[config.mk]
export PLATFORM = sky130hd
export DESIGN_NAME = idu_is_bju_resolve_ctrl
export DESIGN_NICKNAME = d
export VERILOG_FILES = /design/src/rtl/idu_is_bju_resolve_ctrl.sv
export SDC_FILE = /design/constraint.sdc
export NUM_CORES = 1
export LEC_CHECK = 0
export BUFFER_PORTS_ARGS = -buffer_cell sky130_fd_sc_hd__buf_2
export CAP_MARGIN = 20
export CORE_MARGIN = 2
export CORE_UTILIZATION = 50
export CTS_BUF_LIST = sky130_fd_sc_hd__clkbuf_2 sky130_fd_sc_hd__clkbuf_4 sky130_fd_sc_hd__clkbuf_8
export CTS_CLUSTER_SIZE = 30
export DETAILED_ROUTE_END_ITERATION = 8
export PLACE_DENSITY = 0.71
export SYNTH_ARGS = -nofsm -noshare
export SYNTH_HDL_FRONTEND = slang
export SYNTH_SLANG_ARGS = --single-unit
export TNS_END_PERCENT = 50
[constraint.sdc]
create_clock -name clk -period 3.1 [get_ports clk]
set_clock_uncertainty 0.05 [all_clocks]
set_input_delay 0.155 -clock clk [delete_from_list [all_inputs] [get_ports clk]]
set_output_delay 0.155 -clock clk [all_outputs]
set_load 0.02 [all_outputs]
[src/rtl/idu_is_bju_resolve_ctrl.sv]
// rtl/idu_is_bju_resolve_ctrl.sv - buffers BJU resolutions and retires the branch mask queue head in order
module idu_is_bju_resolve_ctrl #(
  parameter int DEPTH = 4,
  parameter int IID_W = 5
) (
  input  logic                     clk,
  input  logic                     rst_clk,
  input  logic                     rtu_global_flush,
  input  logic                     bju_res_vld,
  input  logic [IID_W-1:0]         bju_res_iid,
  input  logic                     bju_res_mispred,
  output logic                     bju_res_rdy,
  input  logic                     biq_head_vld,
  input  logic [IID_W-1:0]         biq_head_iid,
  output logic                     nojump,
  output logic                     bju_flush_req,
  output logic [IID_W-1:0]         bju_flush_iid,
  output logic [$clog2(DEPTH):0]   res_buf_cnt
);

  localparam int IDX_W = $clog2(DEPTH);
  localparam logic [IDX_W:0] FULL_CNT = (IDX_W+1)'(DEPTH);

  typedef enum logic {RUN = 1'b0, FLUSH = 1'b1} state_t;

  state_t             state;
  state_t             state_nxt;

  logic [DEPTH-1:0]   buf_vld;
  logic [DEPTH-1:0]   buf_mispred;
  logic [IID_W-1:0]   buf_iid [DEPTH];

  logic               match_en;
  logic               accept;
  logic [DEPTH-1:0]   hit;
  logic               any_hit;
  logic               hit_mispred;
  logic [IDX_W-1:0]   hit_idx;
  logic [IID_W-1:0]   hit_iid;
  logic [IDX_W-1:0]   free_idx;

  // State register: RUN accepts and matches, FLUSH waits for the RTU global flush
  always_ff @(posedge clk or posedge rst_clk) begin
    if (rst_clk) state <= RUN;
    else         state <= state_nxt;
  end

  // Next state: the global flush always wins and returns to RUN
  always_comb begin
    state_nxt = state;
    if (rtu_global_flush)            state_nxt = RUN;
    else if (any_hit && hit_mispred) state_nxt = FLUSH;
  end

  // FSM outputs: readiness and match enable; the head is stale while nojump is high
  always_comb begin
    bju_res_rdy = (state == RUN) && (res_buf_cnt < FULL_CNT);
    match_en    = (state == RUN) && biq_head_vld && !nojump;
  end

  assign accept = bju_res_vld & bju_res_rdy;

  // Compare every buffered resolution against the mask queue head (iids are unique, so at most one hit)
  always_comb begin
    hit         = '0;
    any_hit     = 1'b0;
    hit_mispred = 1'b0;
    hit_idx     = '0;
    hit_iid     = '0;
    for (int i = 0; i < DEPTH; i++) begin
      hit[i] = match_en && buf_vld[i] && (buf_iid[i] == biq_head_iid);
      if (hit[i]) begin
        any_hit     = 1'b1;
        hit_mispred = buf_mispred[i];
        hit_idx     = IDX_W'(i);
        hit_iid     = buf_iid[i];
      end
    end
  end

  // Lowest-index free slot receives the next accepted resolution
  always_comb begin
    free_idx = '0;
    for (int i = DEPTH - 1; i >= 0; i--) begin
      if (!buf_vld[i]) free_idx = IDX_W'(i);
    end
  end

  // Buffer contents: hit clears its slot, accept fills a free one; global flush drops everything
  always_ff @(posedge clk or posedge rst_clk) begin
    if (rst_clk) begin
      buf_vld     <= '0;
      buf_mispred <= '0;
      for (int i = 0; i < DEPTH; i++) buf_iid[i] <= '0;
    end else if (rtu_global_flush) begin
      buf_vld <= '0;
    end else begin
      if (any_hit) buf_vld[hit_idx] <= 1'b0;
      if (accept) begin
        buf_vld[free_idx]     <= 1'b1;
        buf_iid[free_idx]     <= bju_res_iid;
        buf_mispred[free_idx] <= bju_res_mispred;
      end
    end
  end

  // Registered pop pulse, flush request and occupancy count
  always_ff @(posedge clk or posedge rst_clk) begin
    if (rst_clk) begin
      nojump        <= 1'b0;
      bju_flush_req <= 1'b0;
      bju_flush_iid <= '0;
      res_buf_cnt   <= '0;
    end else if (rtu_global_flush) begin
      nojump        <= 1'b0;
      bju_flush_req <= 1'b0;
      res_buf_cnt   <= '0;
    end else begin
      nojump <= any_hit && !hit_mispred;
      if (any_hit && hit_mispred) begin
        bju_flush_req <= 1'b1;
        bju_flush_iid <= hit_iid;
      end
      case ({accept, any_hit})
        2'b10:   res_buf_cnt <= res_buf_cnt + 1'b1;
        2'b01:   res_buf_cnt <= res_buf_cnt - 1'b1;
        default: res_buf_cnt <= res_buf_cnt;
      endcase
    end
  end

endmodule

## Word level (Yosys, flattened, before mapping)

Index checks and enable logic that the tools add are counted.

| storage, ports and cells | value |
|---|---|
| register bits after elaboration | 38 |
| output and inout bits | 11 |
| logic and storage cells | 90 |
| input bits | 16 |

| cells by class | value |
|---|---|
| eq/ne operators | 6 |
| bitwise gates (word level) | 7 |
| $lt $le $gt $ge | 7 |
| muxes and demuxes | 36 |
| reduce and logical (&&, ||, !) cells | 22 |
| add/subtract/negate cells | 2 |

Operators by type and width:

| kind | count |
|---|---|
| 5-bit 2-to-1 mux | 5 |
| 20-bit bitwise mux | 1 |
| 5-bit == test | 4 |
| 1-bit logical AND | 16 |
| 4-bit 2-to-1 mux | 4 |
| 1-bit 2-to-1 mux | 14 |
| 2-bit 2-to-1 mux | 6 |
| 5-bit demux with 2-bit select | 1 |
| 2-bit by 3-bit < comparator with 1-bit output (second input constant) | 2 |
| 3-bit one-hot mux with 2 select lines | 1 |
| 4-bit AND | 1 |
| 4-bit bitwise mux | 1 |
| 1-bit demux with 2-bit select | 2 |
| 2-bit by 1-bit greater-or-equal comparator with 1-bit output (second input constant) | 2 |
| 4-bit inverter | 1 |
| 4-bit bitwise OR | 1 |
| 2-bit AND reduction | 2 |
| 3-bit by 1-bit adder with 3-bit output (second input constant) | 1 |
| 3-bit greater-or-equal comparator (second input constant) | 1 |
| 3-bit by 1-bit < comparator with 1-bit output (second input constant) | 1 |
| 3-bit < comparator (second input constant) | 1 |
| 3-bit 2-to-1 mux | 1 |
| 2-bit inverter with 3-bit output | 1 |
| 3-bit nonzero test | 1 |
| other kinds (7) | 9 |

## Depth between registers and ports, before layout

Gate-level depths: netlist of the first run.

| logic depth | value |
|---|---|
| depth in word-level cells | 19 |
| gate-level depth with buffers | 11 |
| depth with buffers taken out | 9 |

## Worst setup path after synthesis of the first run

OpenSTA, ideal clock, no wires.

| timing | value |
|---|---|
| path kind | register -> register |
| start point | register bju_flush_req (netlist name) |
| end point | register res_buf_cnt[2] |
| slack | 675 ps |
| library setup time | 78 ps |
| arrival time | 2298 ps |
| cell stages (with the launch flop) | 8 |
| required time | 2972 ps |
| path through | dfrtp_1 -> nor2_1 -> and2_1 -> clkbuf_1 -> nor2_1 -> fa_1 -> or4_1 -> a21oi_1 |

RTL lines:

| element | RTL line | RTL |
|---|---|---|
| end signal, assigned | 125 | `2'b10: res_buf_cnt <= res_buf_cnt + 1'b1;` |
| end signal, assigned | 126 | `2'b01: res_buf_cnt <= res_buf_cnt - 1'b1;` |
| end signal, assigned | 127 | `default: res_buf_cnt <= res_buf_cnt;` |
| end, declared | 18 | `output logic [$clog2(DEPTH):0] res_buf_cnt` |

## Worst setup path in the final report of the first run

| timing | value |
|---|---|
| start point | register buf_iid[13] (netlist bit) |
| end point | register res_buf_cnt[2] |

| on the way | value |
|---|---|
| cells in the longest elaborated chain, start to end | 8 |
| elaborated cells between the ends (all ways) | 10 |
| those cells by class | 3 x eq/ne; 5 x mux; 2 x reduce/logical |

RTL lines:

| element | RTL line | RTL |
|---|---|---|
| start, declared | 31 | `logic [IID_W-1:0] buf_iid [DEPTH];` |
| start signal, assigned by index | 101 | `buf_iid[free_idx] <= bju_res_iid;` |
| 5-bit == test (*) | 71 | `hit[i] = match_en && buf_vld[i] && (buf_iid[i] == biq_head_iid);` |
| 1-bit logical AND (*) | 71 |  |
| 1-bit 2-to-1 mux (*) (3 in a row) | 72 | `if (hit[i]) begin` |
| 2-bit by 1-bit == test with 1-bit output / 2-bit == test (equally long branches) | 124 | `case ({accept, any_hit})` |
| 3-bit one-hot mux with 2 select lines | 124 |  |
| 3-bit 2-to-1 mux | 114 | `end else if (rtu_global_flush) begin` |

Mark *: on every way between the ends. The rest lies on a longest branch, timed or not.
A chain may end at the register's enable or synchronous reset.

==> impl_metrics.env, run 1 <==
export IMPL_clk_pin_slew_worst_paths_ps=70
export IMPL_core_rowCount=23
export IMPL_syn_area_per_cell_um2=10.9
export IMPL_ys_seq_area_share_pct=45.2
export IMPL_synth_distinct_cells=40
export IMPL_fin_util_pct=59.3
export IMPL_hold_path_class="in -> reg"
export IMPL_slew_viol_final=0
export IMPL_port_buffers=26
export IMPL_worst_r2r_path_depth=8
export IMPL_fin_tns_setup_ps=0
export IMPL_cts_sinks=38
export IMPL_min_period_ps=2560
export IMPL_yosysWarningCount=0
export IMPL_met1_usage_pct=30.1
export IMPL_cap_violations=0
export IMPL_nets=237
export IMPL_period_share_pct=82.5
export IMPL_cts_root_buf="clkbuf_8"
export IMPL_syn2layout_area_growth_pct=13.6
export IMPL_syn_num_nets=210
export IMPL_drc=0
export IMPL_numCtsBuffers=5
export IMPL_cts_buffer_depth=2
export IMPL_ant_nets=0
export IMPL_die_h_um=68.9
export IMPL_p_leak_uw=0.00108
export IMPL_irDropWorstVdd_uv=437
export IMPL_start_util_pct=52.2
export IMPL_p_sw_share_pct=28.5
export IMPL_critPathKind="reg -> reg"
export IMPL_ys_flop_type="dfrtp_1"
export IMPL_setup_viol=0
export IMPL_antenna_found_initial=0
export IMPL_htreeDepth=2
export IMPL_grt_max_degree=23
export IMPL_grt_use_met2_pct=37.1
export IMPL_placed_cells=262
export IMPL_ys_ff_latch=38
export IMPL_startpoint_type="register"
export IMPL_grt_pass1_vias=1591
export IMPL_routed_wl_um=4610
export IMPL_cts_tree="built"
export IMPL_hold_depth=2
export IMPL_endpoint_kind="register"
export IMPL_async_flop_share_pct=100
export IMPL_routed_via_count=1581
export IMPL_layoutNonFillerInstCount=271
export IMPL_drive_above_1_share_pct=33.0
export IMPL_ios=27
export IMPL_die_area_mm2=0.00474
export IMPL_cp_required_ps=3270
export IMPL_synth_area_mm2=0.00210
export IMPL_dpl_hpwl_um=3520
export IMPL_combinationalPowerShare_pct=20.3
export IMPL_viasPerCell=5.83
export IMPL_die_w_um=68.9
export IMPL_wl_per_cell_um=17.0
export IMPL_multi_input_area_mm2=0.00109
export IMPL_core_area_mm2=0.00403
export IMPL_hold_ws_ps=79.4
export IMPL_internal_power_uw=943
export IMPL_slew_limit_headroom_pct=54.1
export IMPL_outcome="finished, final reports clean"
export IMPL_synth_edf_count=0
export IMPL_antenna_cells=0
export IMPL_rsz0062_at_grt="no"
export IMPL_gr_total_overflow=0
export IMPL_first_iter_violations=99
export IMPL_netlist_instances=193
export IMPL_r2r_end="res_buf_cnt[2]$_DFFE_PP0P_"
export IMPL_hold_end="res_buf_cnt[2]$_DFFE_PP0P_"
export IMPL_min_from="rtu_global_flush"
export IMPL_power_frac_seq_pct=49.5
export IMPL_regArea_um2=951
export IMPL_power_density_mw_per_mm2=551
export IMPL_grt_pass1_wl_um=7680
export IMPL_routabilityCongestion=0.885
export IMPL_power_switching_uw=375
export IMPL_finalHoldViolations=0
export IMPL_crit_fanout=7
export IMPL_insertion_delay_ps=290
export IMPL_reg2reg_slack_ps=540
export IMPL_num_fill_cells=337
export IMPL_top_usage_layer="met2"
export IMPL_gr_usage_all_layers_pct=22.8
export IMPL_grt_use_met3_pct=3.73
export IMPL_drt_first_pass_iters=4
export IMPL_fmax_mhz=391
export IMPL_worstPathArrival_ps=2730
export IMPL_cts_setup_buffers=0
export IMPL_worst_slew_pin_slew_ps=685
export IMPL_pwr_share_clk_pct=30.2
export IMPL_r2r_start="buf_iid[13]$_DFFE_PP0P_"
how the worst max path moves through the flow:
stage | depth (start not counted) | start | end
floorplan | 7 | bju_flush_req$_DFFE_PP0P_ | res_buf_cnt[2]$_DFFE_PP0P_
global placement | 8 | buf_iid[13]$_DFFE_PP0P_ | res_buf_cnt[2]$_DFFE_PP0P_
detailed placement | 8 | buf_iid[13]$_DFFE_PP0P_ | res_buf_cnt[2]$_DFFE_PP0P_
CTS | 8 | buf_iid[13]$_DFFE_PP0P_ | res_buf_cnt[2]$_DFFE_PP0P_
global route | 8 | buf_iid[13]$_DFFE_PP0P_ | res_buf_cnt[2]$_DFFE_PP0P_
finish | 8 | buf_iid[13]$_DFFE_PP0P_ | res_buf_cnt[2]$_DFFE_PP0P_
synth_stat cells (all sizes together) (2+ instances only):
library cell | count | area [um2]
o2111ai | 2 | 17.5
mux2 | 30 | 338
nor3b | 2 | 26.3
and4 | 3 | 30.0
nor2 | 9 | 33.8
and3 | 8 | 50.1
nand3 | 10 | 50.1
a21oi | 2 | 10.0
nor3 | 3 | 20.0
mux2i | 2 | 20.0
and2 | 3 | 18.8
o21bai | 2 | 15.0
o21ai | 2 | 10.0
nand4 | 5 | 31.3
a31oi | 6 | 37.5
nand2 | 12 | 47.6
xnor2 | 19 | 166
clkbuf | 8 | 35.0
inv | 8 | 30.0
o221ai | 4 | 35.0
dfrtp | 38 | 951
xor2 | 2 | 17.5
final cells by class:
| cell class | instances | area share (%) |
|---|---|---|
| clock buffers | 8 | 4.61 |
| repair buffers | 28 | 6.18 |
| inverters | 8 | 1.26 |
| multi-input cells | 139 | 45.5 |
| flip-flops and latches | 38 | 39.8 |
| well taps | 50 | 2.62 |
cells in the final DEF, fill, tap and decap left out, drive strengths merged, types with 4 or more instances in the layout:
cell type	n
a31oi	6
clkbuf	8
mux2	30
nand3	10
and3	8
dfrtp	38
nand4	5
nor2	9
nand2	12
o221ai	4
inv	8
xnor2	19
buf	27
worst max-delay path, stage by stage (launching register included):
cell     delay, ps
dfrtp_1        410
xnor2_1        170
and3_1         260
nand2_2        170
and3_1         280
nor2_1          80
fa_1           400
or4_1          510
a21oi_1        150
kinds of logic (layout without fill, tap and decap cells):
family          after synthesis  after routing  synth area share, %
simple gates                 61             61                 16.8
flops                        38             38                 45.2
mux                          32             32                 17.0
compound gates               24             24                 8.26
xor+xnor                     21             21                 8.74
buf+inv                      16             44                 3.09
fa+ha+maj                     1              1                0.951
what timing repair did:
action,in CTS,in global routing
hold buffers,1,0
hold endpoints to repair,16,0
gates resized for setup,0,0
setup endpoints to repair,0,0
per-stage QoR:
stage          setup slack [ps]  instance area, um2  total power, uW
2_1_floorplan               675                2100              851
3_3_place_gp                609                2270              918
3_5_place_dp                600                2270              928
4_1_cts                     578                2390             1330
5_1_grt                     409                2390             1380
6_report                    544                2390             1320
metal layers:
metal  vias to the layer above  wire length (um)
met5                         -                 0
met4                         0                68
met3                         9               218
met2                        49              2160
met1                       768              2160
li1                        755                 -
power groups by stage:
| stage | registers [uW] | logic [uW] | clock network (uW) |
|---|---|---|---|
| 6_report | 652 | 268 | 398 |
| 5_1_grt | 666 | 294 | 423 |
| 4_1_cts | 652 | 269 | 406 |
| 3_5_place_dp | 661 | 266 | 0 |
| 3_3_place_gp | 658 | 260 | 0 |
| 2_1_floorplan | 644 | 207 | 0 |
registers in the layout, indices dropped and copies added, names as in the netlist:
name           cells
bju_flush_req      1
buf_vld            4
nojump             1
buf_mispred        4
bju_flush_iid      5
res_buf_cnt        3
buf_iid           20
(Power assumes the default switching activity.)
==> inputs of run 2 (changes only) <==
Settings changed: PLACE_DENSITY 0.71 to 0.74.
Clock period 3.1 ns to 2.2 ns, I/O delays scaled along.
==> impl_metrics.env, run 2 (same netlist as run 1, synthesis figures left out) <==
export IMPL_outcome="finished, violations left"
export IMPL_violations="negative setup slack"
export IMPL_cts_tree="built"
export IMPL_core_rowCount=23
export IMPL_critPathKind="reg -> reg"
export IMPL_die_w_um=68.9
export IMPL_port_buffers=26
export IMPL_power_switching_uw=547
export IMPL_min_period_ps=2280
export IMPL_first_iter_violations=86
export IMPL_antenna_found_initial=0
export IMPL_drc=0
export IMPL_startpoint_type="register"
export IMPL_combinationalPowerShare_pct=27.2
export IMPL_dp_slack_ps=-130
export IMPL_top_register="buf_iid"
export IMPL_cts_root_buf="clkbuf_8"
export IMPL_largest_reg_flops=20
export IMPL_crit_fanout=6
export IMPL_power_frac_seq_pct=47.9
export IMPL_reg_largest_list="buf_iid x20, bju_flush_iid x5"
export IMPL_finalHoldViolations=0
export IMPL_rsz0062_at_grt="yes"
export IMPL_die_area_mm2=0.00474
export IMPL_start_util_pct=52.2
export IMPL_gr_usage_all_layers_pct=25.5
export IMPL_p_sw_share_pct=29.0
export IMPL_fin_util_pct=69.7
export IMPL_layout_commonest_cell="buf_4"
export IMPL_htreeDepth=2
export IMPL_cap_violations=0
export IMPL_nets=284
export IMPL_dpl_hpwl_um=3970
export IMPL_grt_pass1_vias=1749
export IMPL_routabilityCongestion=0.906
export IMPL_insertion_delay_ps=290
export IMPL_hold_ws_ps=18.3
export IMPL_fin_tns_setup_ps=-473
export IMPL_slew_viol_final=0
export IMPL_viasPerCell=5.56
export IMPL_clk_pin_slew_worst_paths_ps=70
export IMPL_die_h_um=68.9
export IMPL_cp_required_ps=2380
export IMPL_core_area_mm2=0.00403
export IMPL_grt_pass1_wl_um=8500
export IMPL_p_leak_uw=0.00132
export IMPL_pwr_share_clk_pct=24.8
export IMPL_cts_sinks=38
export IMPL_syn2layout_area_growth_pct=33.4
export IMPL_cts_buffer_depth=2
export IMPL_fmax_mhz=439
export IMPL_antenna_cells=0
export IMPL_grt_max_degree=39
export IMPL_setup_viol=7
export IMPL_worst_slew_pin_slew_ps=477
export IMPL_slew_limit_headroom_pct=68.2
export IMPL_gr_total_overflow=0
export IMPL_power_density_mw_per_mm2=671
export IMPL_endpoint_kind="register"
export IMPL_drt_first_pass_iters=4
export IMPL_numCtsBuffers=5
export IMPL_ios=27
export IMPL_routed_via_count=1762
export IMPL_fin_ws_ps=-79.9
export IMPL_irDropWorstVdd_uv=480
export IMPL_final_cell_mix="48 x buf_4, 36 x dfrtp_1, 30 x mux2_2"
export IMPL_hold_path_class="in -> reg"
export IMPL_routed_wl_um=5200
export IMPL_worstPathArrival_ps=2460
export IMPL_internal_power_uw=1340
export IMPL_period_share_pct=104
export IMPL_ant_nets=0
export IMPL_wl_per_cell_um=16.4
export IMPL_drive_above_1_share_pct=51.3
-- run 2: final timing paths --
| kind | cells past startpoint | to | from | slack [ps] |
|---|---|---|---|---|
| max in group asynchronous | 4 | bju_flush_req$_DFFE_PP0P_ | rst_clk | 1320 |
| max reg2reg | 10 | res_buf_cnt[2]$_DFFE_PP0P_ | nojump$_DFF_PP0_ | -80 |
| min in group asynchronous | 4 | buf_vld[2]$_DFF_PP0_ | rst_clk | 430 |
| min reg2reg | 1 | bju_flush_iid[0]$_DFFE_PP0P_ | bju_flush_iid[0]$_DFFE_PP0P_ | 450 |
| min | 2 | res_buf_cnt[2]$_DFFE_PP0P_ | rtu_global_flush | 20 |
| max | 10 | res_buf_cnt[2]$_DFFE_PP0P_ | nojump$_DFF_PP0_ | -80 |
-- run 2: layout make-up --
| cell class | instances | area (um2) |
|---|---|---|
| multi-input combinational | 139 | 1180 |
| fill | 324 | 1220 |
| inverter | 8 | 30.0 |
| clock buffer | 7 | 83.8 |
| sequential | 38 | 953 |
| tap | 50 | 62.6 |
| timing repair buffer | 75 | 500 |
-- run 2: power groups by stage --
stage                     registers [uW]  clock network (uW)  logic [uW]
after floorplan                      909                   0         300
after global placement               908                   0         482
after detailed placement             917                   0         491
after CTS                            904                 483         507
after global routing                 916                 512         558
final                                903                 468         513
-- run 2: critical path, cell delays in order, from the launching register on --
cell	delay, ps
dfrtp_2	420
nor3b_4	340
nand4_1	210
o22a_1	280
and3_4	180
nor2_4	80
fa_2	200
buf_4	120
a21o_1	120
a22oi_2	70
a21oi_2	130
-- run 2: what timing repair did --
action	CTS	global route
resized for setup	9	5
hold endpoints to repair	38	0
pin swaps	9	2
setup buffers	3	1
hold buffers	1	0
endpoints found under the setup margin	8	26
-- run 2: routing by layer --
metal	vias up	share of wire, %	track usage [%]
met1	853	44	33.9
met2	60	48	41.1
li1	844	-	-
met4	0	1.3	8.82
met3	5	7.0	5.52
met5	-	0	0
-- run 2: metrics by stage --
step / total power, uW / instances / instance area, um2
after global placement: 1390 / 305 / 2620
after global routing: 1990 / 317 / 2810
after CTS: 1890 / 316 / 2780
after floorplan: 1210 / 193 / 2130
after detailed placement: 1410 / 305 / 2620
final: 1880 / 317 / 2810
